### src/rtl/sar_search_pkg.sv
// Shared types and helpers for the successive-approximation search controller.
package sar_search_pkg;

  // Controller states; S_WAIT is only reachable when the comparator has one cycle of latency.
  typedef enum logic [1:0] {
    S_IDLE  = 2'd0,
    S_PROBE = 2'd1,
    S_WAIT  = 2'd2,
    S_DONE  = 2'd3
  } state_e;

  // Widest operand the one-hot mask helper can produce.
  localparam int MAX_BW = 64;

  // Width of the probe counter: it must hold the value BW itself.
  function automatic int iters_width(input int bw);
    return $clog2(bw + 1);
  endfunction

  // Width of the bit-index down-counter (at least one bit, even for BW=1).
  function automatic int index_width(input int bw);
    return (bw > 1) ? $clog2(bw) : 1;
  endfunction

  // One-hot mask with bit i set; callers truncate it to their operand width.
  function automatic logic [MAX_BW-1:0] bit_mask(input int unsigned i);
    return {{(MAX_BW-1){1'b0}}, 1'b1} << i;
  endfunction

endpackage

### src/rtl/sar_search.sv
// Successive-approximation search controller: drives trial operands into an
// external magnitude comparator and converges MSB-first onto its hidden threshold.
module sar_search
  import sar_search_pkg::*;
#(
  parameter  int BW         = 8,
  parameter  int CMP_LAT    = 0,
  parameter  int EARLY_EXIT = 1,
  localparam int IW         = iters_width(BW)
) (
  input  logic          i_clk,
  input  logic          i_rst,
  input  logic          i_req_valid,
  output logic          o_req_ready,
  input  logic          i_abort,
  output logic          o_probe_valid,
  output logic [BW-1:0] o_probe,
  input  logic          i_cmp_lte,
  input  logic          i_cmp_eq,
  output logic          o_resp_valid,
  input  logic          i_resp_ready,
  output logic [BW-1:0] o_result,
  output logic [IW-1:0] o_iters
);

  localparam int            XW       = index_width(BW);
  localparam logic [XW-1:0] LAST_IDX = XW'(BW - 1);

  // Reject configurations the datapath cannot support.
  if (CMP_LAT != 0 && CMP_LAT != 1) begin : g_bad_cmp_lat
    $error("sar_search: CMP_LAT must be 0 or 1");
  end
  if (BW < 1 || BW > MAX_BW) begin : g_bad_bw
    $error("sar_search: BW out of supported range");
  end

  state_e        r_state;
  state_e        w_next;
  logic [BW-1:0] r_acc;
  logic [BW-1:0] r_result;
  logic [XW-1:0] r_idx;
  logic [IW-1:0] r_iters;

  logic [BW-1:0] w_mask;
  logic [BW-1:0] w_probe;
  logic          w_active;
  logic          w_sample;
  logic          w_early;
  logic          w_last;

  // Trial operand: accumulated bits plus the bit currently under test.
  assign w_mask   = BW'(bit_mask(32'(r_idx)));
  assign w_probe  = r_acc | w_mask;
  assign w_active = (r_state == S_PROBE) || (r_state == S_WAIT);
  // The comparator answer is taken in PROBE for a combinational comparator, in WAIT otherwise.
  assign w_sample = (CMP_LAT == 0) ? (r_state == S_PROBE) : (r_state == S_WAIT);
  // An eq without lte is an inconsistent comparator; it must not end the search.
  assign w_early  = (EARLY_EXIT != 0) && i_cmp_eq && i_cmp_lte;
  assign w_last   = (r_idx == '0);

  // State register.
  always_ff @(posedge i_clk) begin
    // NOTE: sequential state uses non-blocking assignments so every flop samples pre-edge values.
    if (i_rst) r_state <= S_IDLE;
    else       r_state <= w_next;
  end

  // Next-state decode and handshake outputs.
  always_comb begin
    // NOTE: every output gets a default first so no path leaves a latch behind.
    w_next        = r_state;
    o_req_ready   = 1'b0;
    o_probe_valid = 1'b0;
    o_resp_valid  = 1'b0;
    o_probe       = '0;
    unique case (r_state)
      S_IDLE: begin
        o_req_ready = 1'b1;
        if (i_req_valid) w_next = S_PROBE;
      end
      S_PROBE: begin
        o_probe_valid = 1'b1;
        o_probe       = w_probe;
        if (i_abort)                w_next = S_IDLE;
        else if (CMP_LAT != 0)      w_next = S_WAIT;
        else if (w_early || w_last) w_next = S_DONE;
      end
      S_WAIT: begin
        o_probe = w_probe;
        if (i_abort)                w_next = S_IDLE;
        else if (w_early || w_last) w_next = S_DONE;
        else                        w_next = S_PROBE;
      end
      S_DONE: begin
        o_resp_valid = 1'b1;
        if (i_resp_ready) w_next = S_IDLE;
      end
      default: w_next = S_IDLE;
    endcase
  end

  // Search datapath: accumulator, bit index, probe count and final result.
  always_ff @(posedge i_clk) begin
    // NOTE: result and iters are reset as well because they are visible outputs that must read 0 after reset.
    if (i_rst) begin
      r_acc    <= '0;
      r_idx    <= LAST_IDX;
      r_iters  <= '0;
      r_result <= '0;
    end else if (r_state == S_IDLE && i_req_valid) begin
      r_acc   <= '0;
      r_idx   <= LAST_IDX;
      r_iters <= '0;
    end else if (w_sample && !i_abort) begin
      r_iters <= r_iters + 1'b1;
      if (i_cmp_lte) r_acc <= w_probe;
      if (w_early) begin
        r_result <= w_probe;
      end else if (w_last) begin
        r_result <= i_cmp_lte ? w_probe : r_acc;
      end else begin
        r_idx <= r_idx - 1'b1;
      end
    end
  end

  assign o_result = r_result;
  assign o_iters  = r_iters;

endmodule

### config.mk
export PLATFORM = sky130hd
export DESIGN_NAME = sar_search
export DESIGN_NICKNAME = d
export VERILOG_FILES = /design/src/rtl/sar_search_pkg.sv /design/src/rtl/sar_search.sv
export SDC_FILE = /design/constraint.sdc
export NUM_CORES = 1
export LEC_CHECK = 0
export BUFFER_PORTS_ARGS = -buffer_cell sky130_fd_sc_hd__buf_2
export CORE_MARGIN = 4
export CORE_UTILIZATION = 52
export DETAILED_ROUTE_END_ITERATION = 10
export PLACE_DENSITY = 0.78
export SYNTH_ARGS = -nofsm -noshare
export SYNTH_HDL_FRONTEND = slang
export SYNTH_SLANG_ARGS = --single-unit
### constraint.sdc
create_clock -name i_clk -period 1.93 [get_ports i_clk]
set_input_delay 0.0965 -clock i_clk [delete_from_list [all_inputs] [get_ports i_clk]]
set_output_delay 0.0965 -clock i_clk [all_outputs]
set_load 0.02 [all_outputs]
==> results.cfg, run 1 <==
[worst_setup_path]
cpPeakStageDelay_ns = 0.42
crit_type = reg2out
cp-start-kind = flip-flop
end_kind = primary output
path_delay_family = adder cells
path_max_fanout = 8
crit_path_top_delay_cell = ha_1
cp.required_ns = 1.83
cp_num_buf_inv = 2
arrival_ns = 1.65
path_cells = inv_1 > ha_1 > a21boi_1 > buf_2

[clock_tree]
cts_buffer_depth = 2
cts.sinks = 25
clock_latency_ns = 0.32
cts_tree = yes
cts_max_level = 1
cts_buffers = 3
path_clk_slew_ns = 0.14
cts_root_buf = clkbuf_4
cts_hold_buf = 0

[yosys]
yosysSeqAreaShare_pct = 40.0
synth_area_per_cell_um2 = 8.88
synthesis.area_um2 = 1250
synth_largest_area_cell = dfxtp_1
synthSimpleGateAreaFrac_pct = 17.4
yosysTopAreaCellShare_pct = 40.0
synth_cells = 141
synth_top_family_by_area = compound AO/OA/AOI/OAI gates
synth_area_leaders = dfxtp_1, ha_1, a21oi_1
synth_xor_area_share_pct = 3.50
ys_ff_latch = 25
synth_cell_type_count = 28
synth_mux_area_share_pct = 0
synth_nets = 159
synth_warnings = 0
synthAdderAreaFrac_pct = 11.0
synth_compound_area_share_pct = 23.7

[routing]
via_per_inst = 5.60
ant_nets = 0
wl_um = 2990
first_iter_violations = 18
wl_per_cell_um = 15.0
remaining_drc_errors = 0
firstDrtPassIters = 4
vias = 1119

[global_routing]
antenna_found_initial = 0
grt_pass1_wl_um = 4900
overflow = 0
grt_pass1_vias = 1082
grtUsageTotal_pct = 19.1
grt_max_degree = 17

[sta]
setup_viol = 0
fin_crit_sh_pct = 90.3
tns_ns = 0
skew_ns = 0.00106
hold_violations = 0
drv_slew = 0
fmax_ghz = 0.574
rsz0062_at_grt = no
period_needed_ns = 1.74
relSlewSlack_pct = 74.5
tightest_slew_ns = 0.382
holdWs_ns = 0.0951

[power_and_ir_drop]
total_power_uw = 959
p_per_area_nw_per_um2 = 653
p_leak_uw = 0.000641
worst_ir_drop_vdd_v = 0.000446

[job]
maxCapViolCount = 0

[floorplanning]
start_util_pct = 55.5
die_y_um = 57.1
fp-row-count = 17
die_w_um = 57.1
core_um2 = 2250
ioPinCount = 30
dieArea_um2 = 3260

[place]
dp.cells = 196
gp_congestion = 0.855
dp_hpwl_um = 2310
port_buffers = 29
place_area_um2 = 1430

[final_layout]
drive_gt1_share_pct = 25.6
regArea_um2 = 500
design_area_um2 = 1470
finalNonFillerCells = 200
multi_input_area_um2 = 701
finalNetCount = 191
fillCellCount = 192
diodes = 0
synthToLayoutAreaGrowth_pct = 17.2

[hold_path]
hold_path.class = in2reg

[status]
outcome = complete, no violations
==> flip-flops by register name (all words and copies together) (netlist names) <==
signal,count
o_result,8
r_acc,8
o_iters,4
r_idx,3
r_state,2
==> through the flow <==
stage          util [%]  setup WS, ns
2_1_floorplan         -         0.236
3_3_place_gp       63.4         0.277
3_5_place_dp       63.4         0.105
4_1_cts            64.7        0.0653
5_1_grt            65.1        0.0152
6_report           65.1         0.188
==> where the power goes <==
part           internal [uW]  total, uW  switching (uW)
Clock                   79.2        245             165
Combinational           64.6        175             110
Sequential               528        539            10.6
Total                    672        959             286
==> area by class of cell <==
cell class,instances,area share (%)
clock buffer,3,1.53
tap,28,2.39
clock inverter,1,0.512
inverter,8,2.05
timing repair buffer,32,11.7
sequential,25,34.1
multi-input combinational,103,47.7
==> cells in the final DEF (no fill, tap or decap), types with 3 or more instances in the layout <==
cell type,count
a211oi_1,6
nor2_1,19
xnor2_1,3
dfxtp_1,25
buf_2,29
ha_1,10
a31oi_1,7
clkbuf_4,3
a21oi_1,17
nor2b_1,9
nand2_1,6
o21ai_0,3
inv_1,8
==> layer usage <==
layer  routed length, um  vias up  GRT usage [%]
met4                  47        0           7.62
met5                   0        -              0
met3                 172        7           4.07
met1                1300      515           23.9
li1                    -      554              -
met2                1470       43           32.0
==> logic make-up (layout without fill, tap and decap cells) <==
kind of cell | Yosys count | after routing
AOI/OAI and AO/OA | 43 | 43
adders and majority gates | 11 | 11
buffers and inverters | 13 | 44
and+or+nand+nor | 44 | 44
xor gates and xnor gates | 5 | 5
DFF | 25 | 25
==> cell usage after synthesis (all sizes together) <==
master	number
dfxtp	25
nor2	19
a21oi	17
ha	11
nor2b	9
a211oi	8
inv	8
a31oi	7
nand2	7
clkbuf	4
nand2b	3
o21ai	3
xnor2	3
a221oi	2
and3	2
nand3	2
nand4	2
xor2	2
a2111o	1
a21boi	1
a21o	1
buf	1
o211ai	1
o21bai	1
o22ai	1
==> worst paths after layout <==
kind / from / end / slack, ns / depth (start not counted)
worst min register to register: r_acc[0]$_SDFFE_PP0P_ / r_acc[0]$_SDFFE_PP0P_ / 0.50 / 2
worst max register to register: r_idx[1]$_SDFFE_PP1P_ / o_result[3]$_SDFFE_PP0P_ / 0.20 / 7
worst max-delay path: r_state[0]$_SDFFE_PP0P_ / o_probe[0] / 0.19 / 4
worst min-delay path: i_rst / o_result[6]$_SDFFE_PP0P_ / 0.1 / 2
==> repair_timing <==
| action | CTS | global route |
|---|---|---|
| buffers inserted | 0 | 0 |
| endpoints found under the setup margin | 0 | 9 |
| gates resized for setup | 0 | 4 |
(Power assumes the default switching activity.)
==> run 2, diff against run 1 <==
CELL_PAD_IN_SITES_DETAIL_PLACEMENT = 1   (was default)
CELL_PAD_IN_SITES_GLOBAL_PLACEMENT = 1   (was default)
CORE_UTILIZATION = 38   (was 52)
PLACE_DENSITY = default   (was 0.78)
PLACE_DENSITY_LB_ADDON = 0.1   (was default)
==> run 2 against run 1 <==
Global-route usage fell by 2.7 points. First-iteration DRC count rose to 3.1 times the previous value. Core utilization is 18 points lower. Cell area rose by 0.43%. Critical endpoint is now o_result[5]$_SDFFE_PP0P_. Flip-flop and latch count did not move. Highest routed layer unchanged. Critical path depth increased by 3.
==> results.cfg, run 2 (same netlist as run 1, synthesis figures left out) <==
[status]
outcome = complete, no violations

[routing]
remaining_drc_errors = 0
first_iter_violations = 56
via_per_inst = 5.13
ant_nets = 0
firstDrtPassIters = 4
wl_per_cell_um = 15.0
wl_um = 3230
vias = 1102

[floorplanning]
core_um2 = 3100
die_w_um = 65.4
dieArea_um2 = 4280
fp-row-count = 20
start_util_pct = 40.4
ioPinCount = 30
die_y_um = 65.4

[sta]
fmax_ghz = 0.565
setup_viol = 0
fin_crit_sh_pct = 91.8
skew_ns = 0.00251
relSlewSlack_pct = 68.7
period_needed_ns = 1.77
tightest_slew_ns = 0.468
hold_violations = 0
drv_slew = 0

[worst_setup_path]
crit_path_top_delay_cell = dfxtp_1
path_cells = inv_1 > ha_1 > nand2b_2 > a221oi_4 > buf_4 > nor2_1 > a211oi_2
cp-start-kind = flip-flop
cp.required_ns = 2.19
end_kind = flip-flop
path_delay_family = compound AO/OA/AOI/OAI gates
cpPeakStageDelay_ns = 0.38
cp_num_buf_inv = 2
r2r_slack_ns = 0.16
crit_type = reg2reg
arrival_ns = 2.03
path_max_fanout = 16

[clock_tree]
cts_hold_buf = 0
cts_buffers = 3
cts_root_buf = clkbuf_4
clock_latency_ns = 0.33
cts_max_level = 1
cts.sinks = 25
cts_buffer_depth = 2
path_clk_slew_ns = 0.14
cts_tree = yes

[global_routing]
grtUsageTotal_pct = 16.5
grtUsageMet1_pct = 22.0
grt-busiest-layer = met2
antenna_found_initial = 0
grt_pass1_wl_um = 5460
use_met2_pct = 27.2
grt_pass1_vias = 1121
grt_max_degree = 17
gr-usage-met3_pct = 2.91
overflow = 0

[power_and_ir_drop]
worst_ir_drop_vdd_v = 0.000324
p_leak_uw = 0.000642
total_power_uw = 963
p_per_area_nw_per_um2 = 653

[hold_path]
hold_path.class = in2reg

[final_layout]
synthToLayoutAreaGrowth_pct = 17.7
fin_util_pct = 47.5
diodes = 0
layout_common_cells = buf_2, dfxtp_1, nor2_1
drive_gt1_share_pct = 25.1
fillCellCount = 412
finalNonFillerCells = 215
regArea_um2 = 500
layout_commonest_cell = buf_2
multi_input_area_um2 = 701
finalNetCount = 190

[place]
gp_congestion = 0.771
dp.cells = 211
dp_hpwl_um = 2490
port_buffers = 29

[job]
maxCapViolCount = 0
[run 2: cell types whose count changed in the layout (fill, tap and decap cells not counted), sizes merged]
| cell | before | now |
|---|---|---|
| clkinvlp | 1 | 0 |
| clkinv | 0 | 1 |
| buf | 32 | 31 |
[run 2: per-layer routing]
layer | vias to the layer above | share of wire [%]
met4 | 0 | 1.1
met3 | 4 | 4.1
met1 | 522 | 47
li1 | 553 | -
met2 | 23 | 48
met5 | - | 0
[run 2: cell type report]
type,instances,share of cell area (%)
timing repair buffer,31,10.9
tap,44,3.74
multi-input combinational,103,47.5
clock buffer,3,1.53
sequential,25,34.0
inverter,8,2.04
clock inverter,1,0.340
[run 2: repair_timing]
action	4_1_cts	5_1_grt
buffers inserted	0	0
hold endpoints to repair	0	0
resized for setup	0	3
endpoints found under the setup margin	0	9
[run 2: report_power, final]
part	leakage [uW]	switching (uW)	total (uW)	internal (uW)
combinational	0.000422	112	178	66.1
clock	0.0000177	168	246	77.9
sequential	0.000202	10.2	539	528
total	0.000642	290	963	672
[run 2: worst paths after layout]
check,from,endpoint,cells past startpoint
worst min register to register,r_acc[0]$_SDFFE_PP0P_,r_acc[0]$_SDFFE_PP0P_,2
worst min-delay path,i_rst,r_state[1]$_SDFFE_PP0P_,2
worst max register to register,r_idx[0]$_SDFFE_PP1P_,o_result[5]$_SDFFE_PP0P_,7
worst max-delay path,r_idx[0]$_SDFFE_PP1P_,o_result[5]$_SDFFE_PP0P_,7
[run 2: per-stage QoR]
step | TNS [ns] | area [um^2] | hold WS (ns) | setup WS [ns]
after floorplan | 0 | 1250 | 0.226 | 0.236
after global placement | 0 | 1440 | 0.428 | 0.251
after detailed placement | 0 | 1440 | 0.438 | 0.140
after CTS | 0 | 1470 | 0.0683 | 0.0263
after global routing | -0.00696 | 1470 | 0.0919 | -0.00427
final | 0 | 1470 | 0.0790 | 0.159
